===== src/rtl/modbus_pkg.sv =====
// Shared definitions for the Modbus RTU transmit path and the reusable CRC engine.
//   CRC_INIT / CRC_POLY : Modbus CRC-16 seed and reflected polynomial
//   tx_state_t          : framer FSM states (GAP only reachable with MODBUS_TX_GAP_EN)
//   cnt_width()         : counter width able to index BYTES payload bytes plus two CRC bytes
//   crc_shift()         : one LSB-first shift/xor step of the reflected CRC
package modbus_pkg;

  localparam logic [15:0] CRC_INIT = 16'hFFFF;
  localparam logic [15:0] CRC_POLY = 16'hA001;

  typedef enum logic [2:0] {
    IDLE  = 3'd0,
    LOAD  = 3'd1,
    XOR   = 3'd2,
    SHIFT = 3'd3,
    SEND  = 3'd4,
    GAP   = 3'd5,
    DONE  = 3'd6
  } tx_state_t;

  function automatic int unsigned cnt_width(input int unsigned bytes);
    return $clog2(bytes + 2);
  endfunction

  function automatic logic [15:0] crc_shift(input logic [15:0] crc);
    return crc[0] ? ((crc >> 1) ^ CRC_POLY) : (crc >> 1);
  endfunction

endpackage


===== src/rtl/modbus_crc16_byte.sv =====
// Sequential Modbus CRC-16 byte engine: one byte folded in over 9 cycles
// (1 xor cycle + 8 shift cycles). Shared by the transmit framer and receive checker.
//   clk_in, rst_n_in : clock, async active-low reset
//   start            : fold byte_in into crc_in this cycle, then run 8 shift steps
//   byte_in, crc_in  : byte to absorb and running CRC seed (sampled on start)
//   crc_out          : registered running CRC
//   crc_next_c       : value crc_out takes at the next edge
//   done_c           : high during the 9th cycle (final shift step)
module modbus_crc16_byte
  import modbus_pkg::*;
(
  input  logic        clk_in,
  input  logic        rst_n_in,
  input  logic        start,
  input  logic [7:0]  byte_in,
  input  logic [15:0] crc_in,
  output logic [15:0] crc_out,
  output logic [15:0] crc_next_c,
  output logic        done_c
);

  logic [2:0] bit_cnt;
  logic       active;

  // Next CRC: seed xor on start, one reflected step while active, else hold.
  always_comb begin
    crc_next_c = crc_out;
    if (start) begin
      crc_next_c = crc_in ^ {8'h00, byte_in};
    end else if (active) begin
      crc_next_c = crc_shift(crc_out);
    end
  end

  assign done_c = active && (bit_cnt == 3'd7);

  always_ff @(posedge clk_in or negedge rst_n_in) begin
    if (!rst_n_in) begin
      crc_out <= 16'h0000;
      bit_cnt <= 3'd0;
      active  <= 1'b0;
    end else begin
      crc_out <= crc_next_c;
      if (start) begin
        bit_cnt <= 3'd0;
        active  <= 1'b1;
      end else if (active) begin
        bit_cnt <= bit_cnt + 3'd1;
        if (bit_cnt == 3'd7) begin
          active <= 1'b0;
        end
      end
    end
  end

endmodule


===== src/rtl/modbus_tx_framer.sv =====
// Modbus RTU transmit framer: latches a BYTES-long payload, computes its CRC-16,
// then streams payload followed by CRC low/high bytes over a valid/ready handshake.
// Optional feature macro: MODBUS_TX_GAP_EN adds a GAP_CYCLES post-frame silence.
//   clk_in, rst_n_in : clock, async active-low reset
//   data_in          : payload, data_in[7:0] is the first byte on the wire
//   tx_start         : frame request, honoured only in IDLE
//   busy             : frame in progress (cycle after accept until frame_done)
//   tx_byte, tx_byte_valid, tx_byte_ready : byte stream to the UART transmitter
//   crc_out          : CRC of the last frame {hi,lo}, updated at SEND entry
//   frame_done       : one-cycle pulse once the frame is fully handed off
module modbus_tx_framer
  import modbus_pkg::*;
#(
  parameter int unsigned BYTES      = 6,
  parameter int unsigned GAP_CYCLES = 3500
) (
  input  logic               clk_in,
  input  logic               rst_n_in,
  input  logic [8*BYTES-1:0] data_in,
  input  logic               tx_start,
  output logic               busy,
  output logic [7:0]         tx_byte,
  output logic               tx_byte_valid,
  input  logic               tx_byte_ready,
  output logic [15:0]        crc_out,
  output logic               frame_done
);

  localparam int unsigned DATA_W = 8 * BYTES;
  localparam int unsigned CNT_W  = cnt_width(BYTES);

  localparam logic [CNT_W-1:0] LAST_PAY_IDX = CNT_W'(BYTES - 1);
  localparam logic [CNT_W-1:0] CRC_LO_IDX   = CNT_W'(BYTES);
  localparam logic [CNT_W-1:0] CRC_HI_IDX   = CNT_W'(BYTES + 1);

`ifdef MODBUS_TX_GAP_EN
  localparam int unsigned      GAP_W    = $clog2(GAP_CYCLES + 1);
  localparam logic [GAP_W-1:0] GAP_LAST = GAP_W'(GAP_CYCLES - 1);
`endif

  if ((BYTES == 0) || (BYTES > 255) || (GAP_CYCLES == 0)) begin : g_param_check
    $error("modbus_tx_framer: BYTES must be 1..255 and GAP_CYCLES must be >= 1");
  end

  tx_state_t         state;
  logic [DATA_W-1:0] data_hold;   // frame copy kept for the SEND phase
  logic [DATA_W-1:0] data_buf;    // working copy, shifted one byte at a time
  logic [CNT_W-1:0]  byte_cnt;    // bytes absorbed (CRC phase) / bytes sent (SEND)
`ifdef MODBUS_TX_GAP_EN
  logic [GAP_W-1:0]  gap_cnt;
`endif

  logic              crc_start_c;
  logic [15:0]       crc_seed_c;
  logic [15:0]       crc_run;
  logic [15:0]       crc_next_c;
  logic              crc_done_c;
  logic [DATA_W-1:0] data_shift_c;

  // First byte seeds from CRC_INIT; later bytes chain from the engine's running CRC.
  assign crc_start_c  = (state == XOR);
  assign crc_seed_c   = (byte_cnt == '0) ? CRC_INIT : crc_run;
  assign data_shift_c = data_buf >> 8;

  modbus_crc16_byte u_crc (
    .clk_in     (clk_in),
    .rst_n_in   (rst_n_in),
    .start      (crc_start_c),
    .byte_in    (data_buf[7:0]),
    .crc_in     (crc_seed_c),
    .crc_out    (crc_run),
    .crc_next_c (crc_next_c),
    .done_c     (crc_done_c)
  );

  // Frame FSM with registered outputs.
  always_ff @(posedge clk_in or negedge rst_n_in) begin
    if (!rst_n_in) begin
      state         <= IDLE;
      data_hold     <= '0;
      data_buf      <= '0;
      byte_cnt      <= '0;
      busy          <= 1'b0;
      tx_byte       <= 8'h00;
      tx_byte_valid <= 1'b0;
      crc_out       <= 16'h0000;
      frame_done    <= 1'b0;
`ifdef MODBUS_TX_GAP_EN
      gap_cnt       <= '0;
`endif
    end else begin
      frame_done <= 1'b0;
      case (state)
        IDLE: begin
          if (tx_start) begin
            busy  <= 1'b1;
            state <= LOAD;
          end
        end

        LOAD: begin
          data_hold <= data_in;
          data_buf  <= data_in;
          byte_cnt  <= '0;
          state     <= XOR;
        end

        // The CRC engine absorbs data_buf[7:0] this cycle.
        XOR: begin
          state <= SHIFT;
        end

        SHIFT: begin
          if (crc_done_c) begin
            if (byte_cnt == LAST_PAY_IDX) begin
              crc_out       <= crc_next_c;
              data_buf      <= data_hold;
              tx_byte       <= data_hold[7:0];
              tx_byte_valid <= 1'b1;
              byte_cnt      <= '0;
              state         <= SEND;
            end else begin
              data_buf <= data_shift_c;
              byte_cnt <= byte_cnt + CNT_W'(1);
              state    <= XOR;
            end
          end
        end

        // byte_cnt indexes the byte currently presented on tx_byte.
        SEND: begin
          if (tx_byte_valid && tx_byte_ready) begin
            if (byte_cnt == CRC_HI_IDX) begin
              tx_byte_valid <= 1'b0;
`ifdef MODBUS_TX_GAP_EN
              gap_cnt       <= '0;
              state         <= GAP;
`else
              busy          <= 1'b0;
              frame_done    <= 1'b1;
              state         <= DONE;
`endif
            end else begin
              byte_cnt <= byte_cnt + CNT_W'(1);
              if (byte_cnt == CRC_LO_IDX) begin
                tx_byte <= crc_out[15:8];
              end else if (byte_cnt == LAST_PAY_IDX) begin
                tx_byte <= crc_out[7:0];
              end else begin
                data_buf <= data_shift_c;
                tx_byte  <= data_shift_c[7:0];
              end
            end
          end
        end

`ifdef MODBUS_TX_GAP_EN
        // Inter-frame silence: line idle, still busy.
        GAP: begin
          if (gap_cnt == GAP_LAST) begin
            busy       <= 1'b0;
            frame_done <= 1'b1;
            state      <= DONE;
          end else begin
            gap_cnt <= gap_cnt + GAP_W'(1);
          end
        end
`endif

        DONE: begin
          state <= IDLE;
        end

        default: begin
          state <= IDLE;
        end
      endcase
    end
  end

endmodule


===== config.mk =====
export PLATFORM = sky130hd
export DESIGN_NAME = modbus_tx_framer
export DESIGN_NICKNAME = d
export VERILOG_FILES = /design/src/rtl/modbus_pkg.sv /design/src/rtl/modbus_crc16_byte.sv /design/src/rtl/modbus_tx_framer.sv
export SDC_FILE = /design/constraint.sdc
export NUM_CORES = 1
export LEC_CHECK = 0
export BUFFER_PORTS_ARGS = -buffer_cell sky130_fd_sc_hd__buf_2
export CORE_UTILIZATION = 50
export DETAILED_ROUTE_END_ITERATION = 10
export PLACE_DENSITY_LB_ADDON = 0.15
export SLEW_MARGIN = 40
export SYNTH_ARGS = -nofsm -noshare
export SYNTH_HDL_FRONTEND = slang
export SYNTH_SLANG_ARGS = --single-unit

===== constraint.sdc =====
create_clock -name clk_in -period 5.4 [get_ports clk_in]
set_clock_uncertainty 0.05 [all_clocks]
set_input_delay 0.54 -clock clk_in [delete_from_list [all_inputs] [get_ports clk_in]]
set_output_delay 0.54 -clock clk_in [all_outputs]
set_load 0.005 [all_outputs]

Word-level counts from Yosys, hierarchy flattened
Index checks and enable logic that the tools add are counted.
- register bits after elaboration: 149
- output and inout port bits: 27
- bits of input ports: 52
- $add $sub $neg: 2
- reduce and logical (&&, ||, !) cells: 15
- muxes and demuxes: 44
- bitwise gates (word level): 2
- equality and inequality tests: 16
- operator list (kind ; number):
    $mux 48 ; 6
    $pmux 48 s3 ; 1
    $mux 16 ; 4
    $mux 8 ; 6
    $mux 3 ; 11
    $ne 2x2->1 const B ; 8
    $pmux 8 s2 ; 1
    $xor 16x8->16 ; 1
    $eq 3x3->1 const B ; 5
    $pmux 3 s5 ; 1
    $reduce_and 4->1 ; 3
    $mux 1 ; 11
    $reduce_and 5->1 ; 2
    $pmux 3 s3 ; 1
    $add 3x1->3 const B ; 2
    $eq 3x2->1 const B ; 2
    $logic_not 3->1 ; 2
    $reduce_and 6->1 ; 1
    $reduce_bool 2->1 ; 3
    $pmux 1 s2 ; 2
    $eq 3x1->1 const B ; 1
    $not 2->3 ; 1
    $reduce_and 3->1 ; 1
    $reduce_bool 3->1 ; 1
    $logic_and 1x1->1 ; 2

Longest topological paths before layout
- depth after elaboration: 6
- depth in mapped cells: 9

By module
A second synthesis with hierarchy kept.
- cell total of the unflattened synthesis: 668
- area total of the unflattened synthesis: 7778.7 µm²
- modules (own cells, without submodules) (module ; instances ; cells an instance ; sequential area each (µm²) ; area each (µm²)):
    modbus_tx_framer ; 1 ; 579 ; 3228.1 ; 6735.2
    modbus_crc16_byte ; 1 ; 89 ; 500.5 ; 1043.5

Worst setup path after synthesis
Ideal clock, no wire load.
- path type: register -> register
- start point: register byte_cnt[1]
- end point: register crc_out[12]
- data required time: 5.225 ns
- clock period less this slack: 2.193 ns
- stages on the path, launching flop included: 9
- slack: 3.207 ns
- library setup time: 0.125 ns
- arrival: 2.018 ns
- path buffers: 3
- cell sequence: dfrtp_1 > inv_1 > ha_1 > clkbuf_1 > nand2_1 > or4_1 > buf_2 > clkbuf_1 > mux2_2
- longest elaborated chain between the ends: 4
- elaborated cells on any way between the ends: 6
- ends and longest elaborated chain (item ; RTL line ; text):
    from (decl) ; modbus_tx_framer.sv:48 ; logic [CNT_W-1:0] byte_cnt;
    from (signal assigned) ; modbus_tx_framer.sv:124 ; byte_cnt <= byte_cnt + CNT_W'(1);
    from (signal assigned) ; modbus_tx_framer.sv:144 ; byte_cnt <= byte_cnt + CNT_W'(1);
    $logic_not 3->1 ; modbus_tx_framer.sv:62 ; assign crc_seed_c = (byte_cnt == '0) ? CRC_INIT : crc_run;
    $mux 16 ; modbus_tx_framer.sv:62 ;
    $xor 16x8->16 ; modbus_crc16_byte.sv:29 ; crc_next_c = crc_in ^ {8'h00, byte_in};
    $mux 16 ; modbus_crc16_byte.sv:28 ; if (start) begin
    to (signal assigned) ; modbus_tx_framer.sv:116 ; crc_out <= crc_next_c;
    to (decl) ; modbus_tx_framer.sv:25 ; output logic [15:0] crc_out,
Several ways; a longest one is shown, not always the timed one.
A chain may end at the register's enable or synchronous reset.

Worst setup path in the final report
- start point: register state[1]
- end point: register crc_out[14]
- longest elaborated chain between the ends: 2
- elaborated cells on any way between the ends: 4
- ends and longest elaborated chain (item ; RTL line ; text):
    from (decl) ; modbus_tx_framer.sv:45 ; tx_state_t state;
    from (signal assigned) ; modbus_tx_framer.sv:79 ; state <= IDLE;
    from (signal assigned) ; modbus_tx_framer.sv:97 ; state <= LOAD;
    from (signal assigned) ; modbus_tx_framer.sv:105 ; state <= XOR;
    $eq 3x2->1 (on tied branches) ; modbus_tx_framer.sv:93, modbus_tx_framer.sv:61 ;
    $reduce_and 3->1 (no line) or $mux 16 (tied branches) ; - ;
Several ways; a longest one is shown, not always the timed one.

==> impl_metrics.ini <==
[timing]
tightestPinTransition_ns = 0.7333
fin_setup_tns_ns = 0
final_hold_viol_count = 0
setup_viol = 0
fin_crit_ns = 3.025
hold_ws_ns = 0.3040
max_freq_mhz = 330.6
finalCritPeriodShare = 0.5601
rsz0062_at_grt = no
drv_slew = 0
slew_headroom = 0.5100

[die]
ioPinCount = 79
core_area_um2 = 14530
die_x_um = 124.3
dieArea_um2 = 15440
dieHeight_um = 124.3
start_util = 0.5144
placementRows = 44

[grt]
gr-usage-all-layers = 0.2407
grt_pass1_vias = 5667
overflow = 0
grt_pass1_wl_um = 29460
grt_max_degree = 101
grt_antenna_before_repair = 0

[status]
status = completed

[clocking]
clock_path_buffers = 2
hold_buffers = 0
cts.sinks = 149
cts_htree_levels = 4
cts.root.buffer_cell = clkbuf_16
clk_latency_ns = 0.43
cts_tree = yes
cts_buffers = 17
ctsResizeCount = 0
clk_pin_slew_ns = 0.06
postCtsSetupRepairBufs = 0

[power_and_ir_drop]
p_seq_frac = 0.443
power_frac_clock = 0.529
ir_drop_uv = 219.4
power.density_nw_per_um2 = 288.7
p_int_mw = 2.023
p_sw_frac = 0.1968
p_switching_mw = 0.4959
leakage_nw = 4.347
power_mw = 2.519
combPwrFrac = 0.027

[setup_path]
path_cells = nand2_1 -> buf_4 -> or4_2 -> mux2_2
slowest_delay_ns = 0.94
reg2reg_slack_ns = 2.38
slowest_stage = or4_2
crit_required_ns = 5.66
worstSetupPathType = flip-flop to flip-flop
worst-path-max-fanout = 26
cp-end-kind = flip-flop
critPathLaunchType = flip-flop
worstPathArrival_ns = 3.28

[placement]
portBuffers = 78
post-dp-hpwl_um = 11750
gp_congestion = 0.8435
dp.cells = 885

[logic_synthesis]
ys_seq_area_frac = 0.4987
ys_warn_count = 0
avgSynthCellArea_um2 = 11.23
synthesis.area_um2 = 7476
synth_nets = 726
synth_edf_count = 0
ys_seq_elements = 149
post_synth_inst_count = 666
ys_types = 40
ys.flop_type = dfrtp_1
async_flop_share = 1.000

[detailed_routing]
first_pass_iters = 5
drt-initial-drc-count = 359
drt_drc_violations_left = 0
routed_wl_um = 17780
via_per_inst = 6.158
vias = 5665
wl_per_cell_um = 19.33
postRouteAntennaNets = 0

[cells_and_area]
areaGrowthSynthToFinish_pct = 16.74
multiInputGateArea_um2 = 3506
drive_above_1_share = 0.3342
fin_nets = 783
ff_latch_area_um2 = 3729
antenna_cells = 0
layoutNonFillerInstCount = 920
fillerInstances = 1207
fin_util = 0.6005

[job]
cap_violations = 0

[worst_hold_path]
hold_class = input pin to flip-flop
==> worst max-delay path, delay by kind of cell, from the launching register on <==
kind,cells,cell delay [ns]
buffers and inverters,1,0.43
flip-flops,1,0.56
multiplexers,1,0.38
AND/OR/NAND/NOR,2,1.47
==> cell usage in the layout (no fill, tap or decap), types with 3 or more instances in the layout <==
| cell | count |
|---|---|
| nor2_1 | 8 |
| clkbuf_8 | 5 |
| mux2i_1 | 38 |
| buf_2 | 77 |
| a22o_1 | 8 |
| o22ai_1 | 88 |
| bufinv_16 | 5 |
| buf_4 | 8 |
| o221ai_1 | 8 |
| a21boi_0 | 8 |
| nand3_1 | 5 |
| inv_1 | 12 |
| o21ai_0 | 25 |
| and2_1 | 3 |
| ha_1 | 8 |
| dfrtp_1 | 149 |
| nand2_1 | 35 |
| o22a_1 | 8 |
| nand2b_1 | 4 |
| buf_8 | 3 |
| a21oi_1 | 67 |
| o31ai_1 | 3 |
| mux2_2 | 113 |
| clkbuf_16 | 17 |
==> kinds of logic (layout without fill, tap and decap cells) <==
group           after synthesis  count (layout)  share of synthesized area
fa+ha+maj                     8               8                    0.01339
simple gates                 70              70                    0.04552
compound gates              221             221                     0.1818
mux                         151             151                     0.2211
xor+xnor                      2               2                   0.002344
buf+inv                      65             135                    0.03715
flops                       149             149                     0.4987
==> flip-flops by register name, summed over array words and instances (netlist names), 3 cells and up <==
signal and cells:
byte_cnt 3, crc_out 16, data_buf 48, data_hold 48, state 3, tx_byte 8
u_crc.bit_cnt 3, u_crc.crc_out 16
==> cells in the mapped netlist (2+ instances only) <==
cell type  count  area (µm²)
or4_1          2       15.01
buf_2          9       45.04
nand3_1        5       25.02
a22o_1         8       70.07
mux2_2       113        1272
dfrtp_1      149        3729
a21oi_1       67       335.3
o221ai_1       8       70.07
clkbuf_1      33       123.9
buf_6          2       22.52
o22ai_1       89       556.8
inv_1         12       45.04
o21ai_0       25       125.1
or2_2          2       12.51
and2_1         4       25.02
nand2b_1       4       25.02
a21boi_0       8       60.06
ha_1           8       100.1
o31ai_1        3       22.52
nor2_1        10       37.54
nand2_1       35       131.4
o22a_1         8       70.07
mux2i_1       38       380.4
buf_4          2       15.01
buf_1          7       26.28
==> power by group through the flow <==
stage	registers [mW]	logic [mW]	clock network, mW
floorplan	1.14	0.0129	0
global placement	1.14	0.0644	0
detailed placement	1.14	0.0671	0
CTS	1.12	0.0674	1.35
global route	1.12	0.0782	1.40
finish	1.12	0.0693	1.33
==> routing by layer <==
layer  track usage  part of all wire
met5             0                 0
met4        0.1006             0.022
met3       0.05455             0.041
met2        0.3838              0.50
met1        0.3164              0.44
==> cell type report <==
cell class	instances	share of cell area
timing repair buffer	91	0.06280
multi-input combinational	452	0.4017
clock inverter	8	0.01921
clock buffer	24	0.05749
tap	184	0.02638
inverter	12	0.005161
sequential	149	0.4272
==> stage by stage <==
| step | setup slack, ns | cell area [µm²] |
|---|---|---|
| floorplan | 3.207 | 7476 |
| global placement | 1.832 | 7955 |
| detailed placement | 2.219 | 7994 |
| CTS | 2.202 | 8663 |
| global route | 2.197 | 8727 |
| finish | 2.375 | 8727 |
==> worst paths after layout <==
path                             start            end  cells after the start
max in group asynchronous     rst_n_in    data_buf[0]                      3
hold reg to reg             tx_byte[7]     tx_byte[7]                      1
setup reg to reg              state[1]    crc_out[14]                      4
hold / removal             data_in[44]  data_hold[44]                      2
min in group asynchronous     rst_n_in   u_crc.active                      2
setup / recovery              state[1]    crc_out[14]                      4
(Power assumes the default switching activity.)
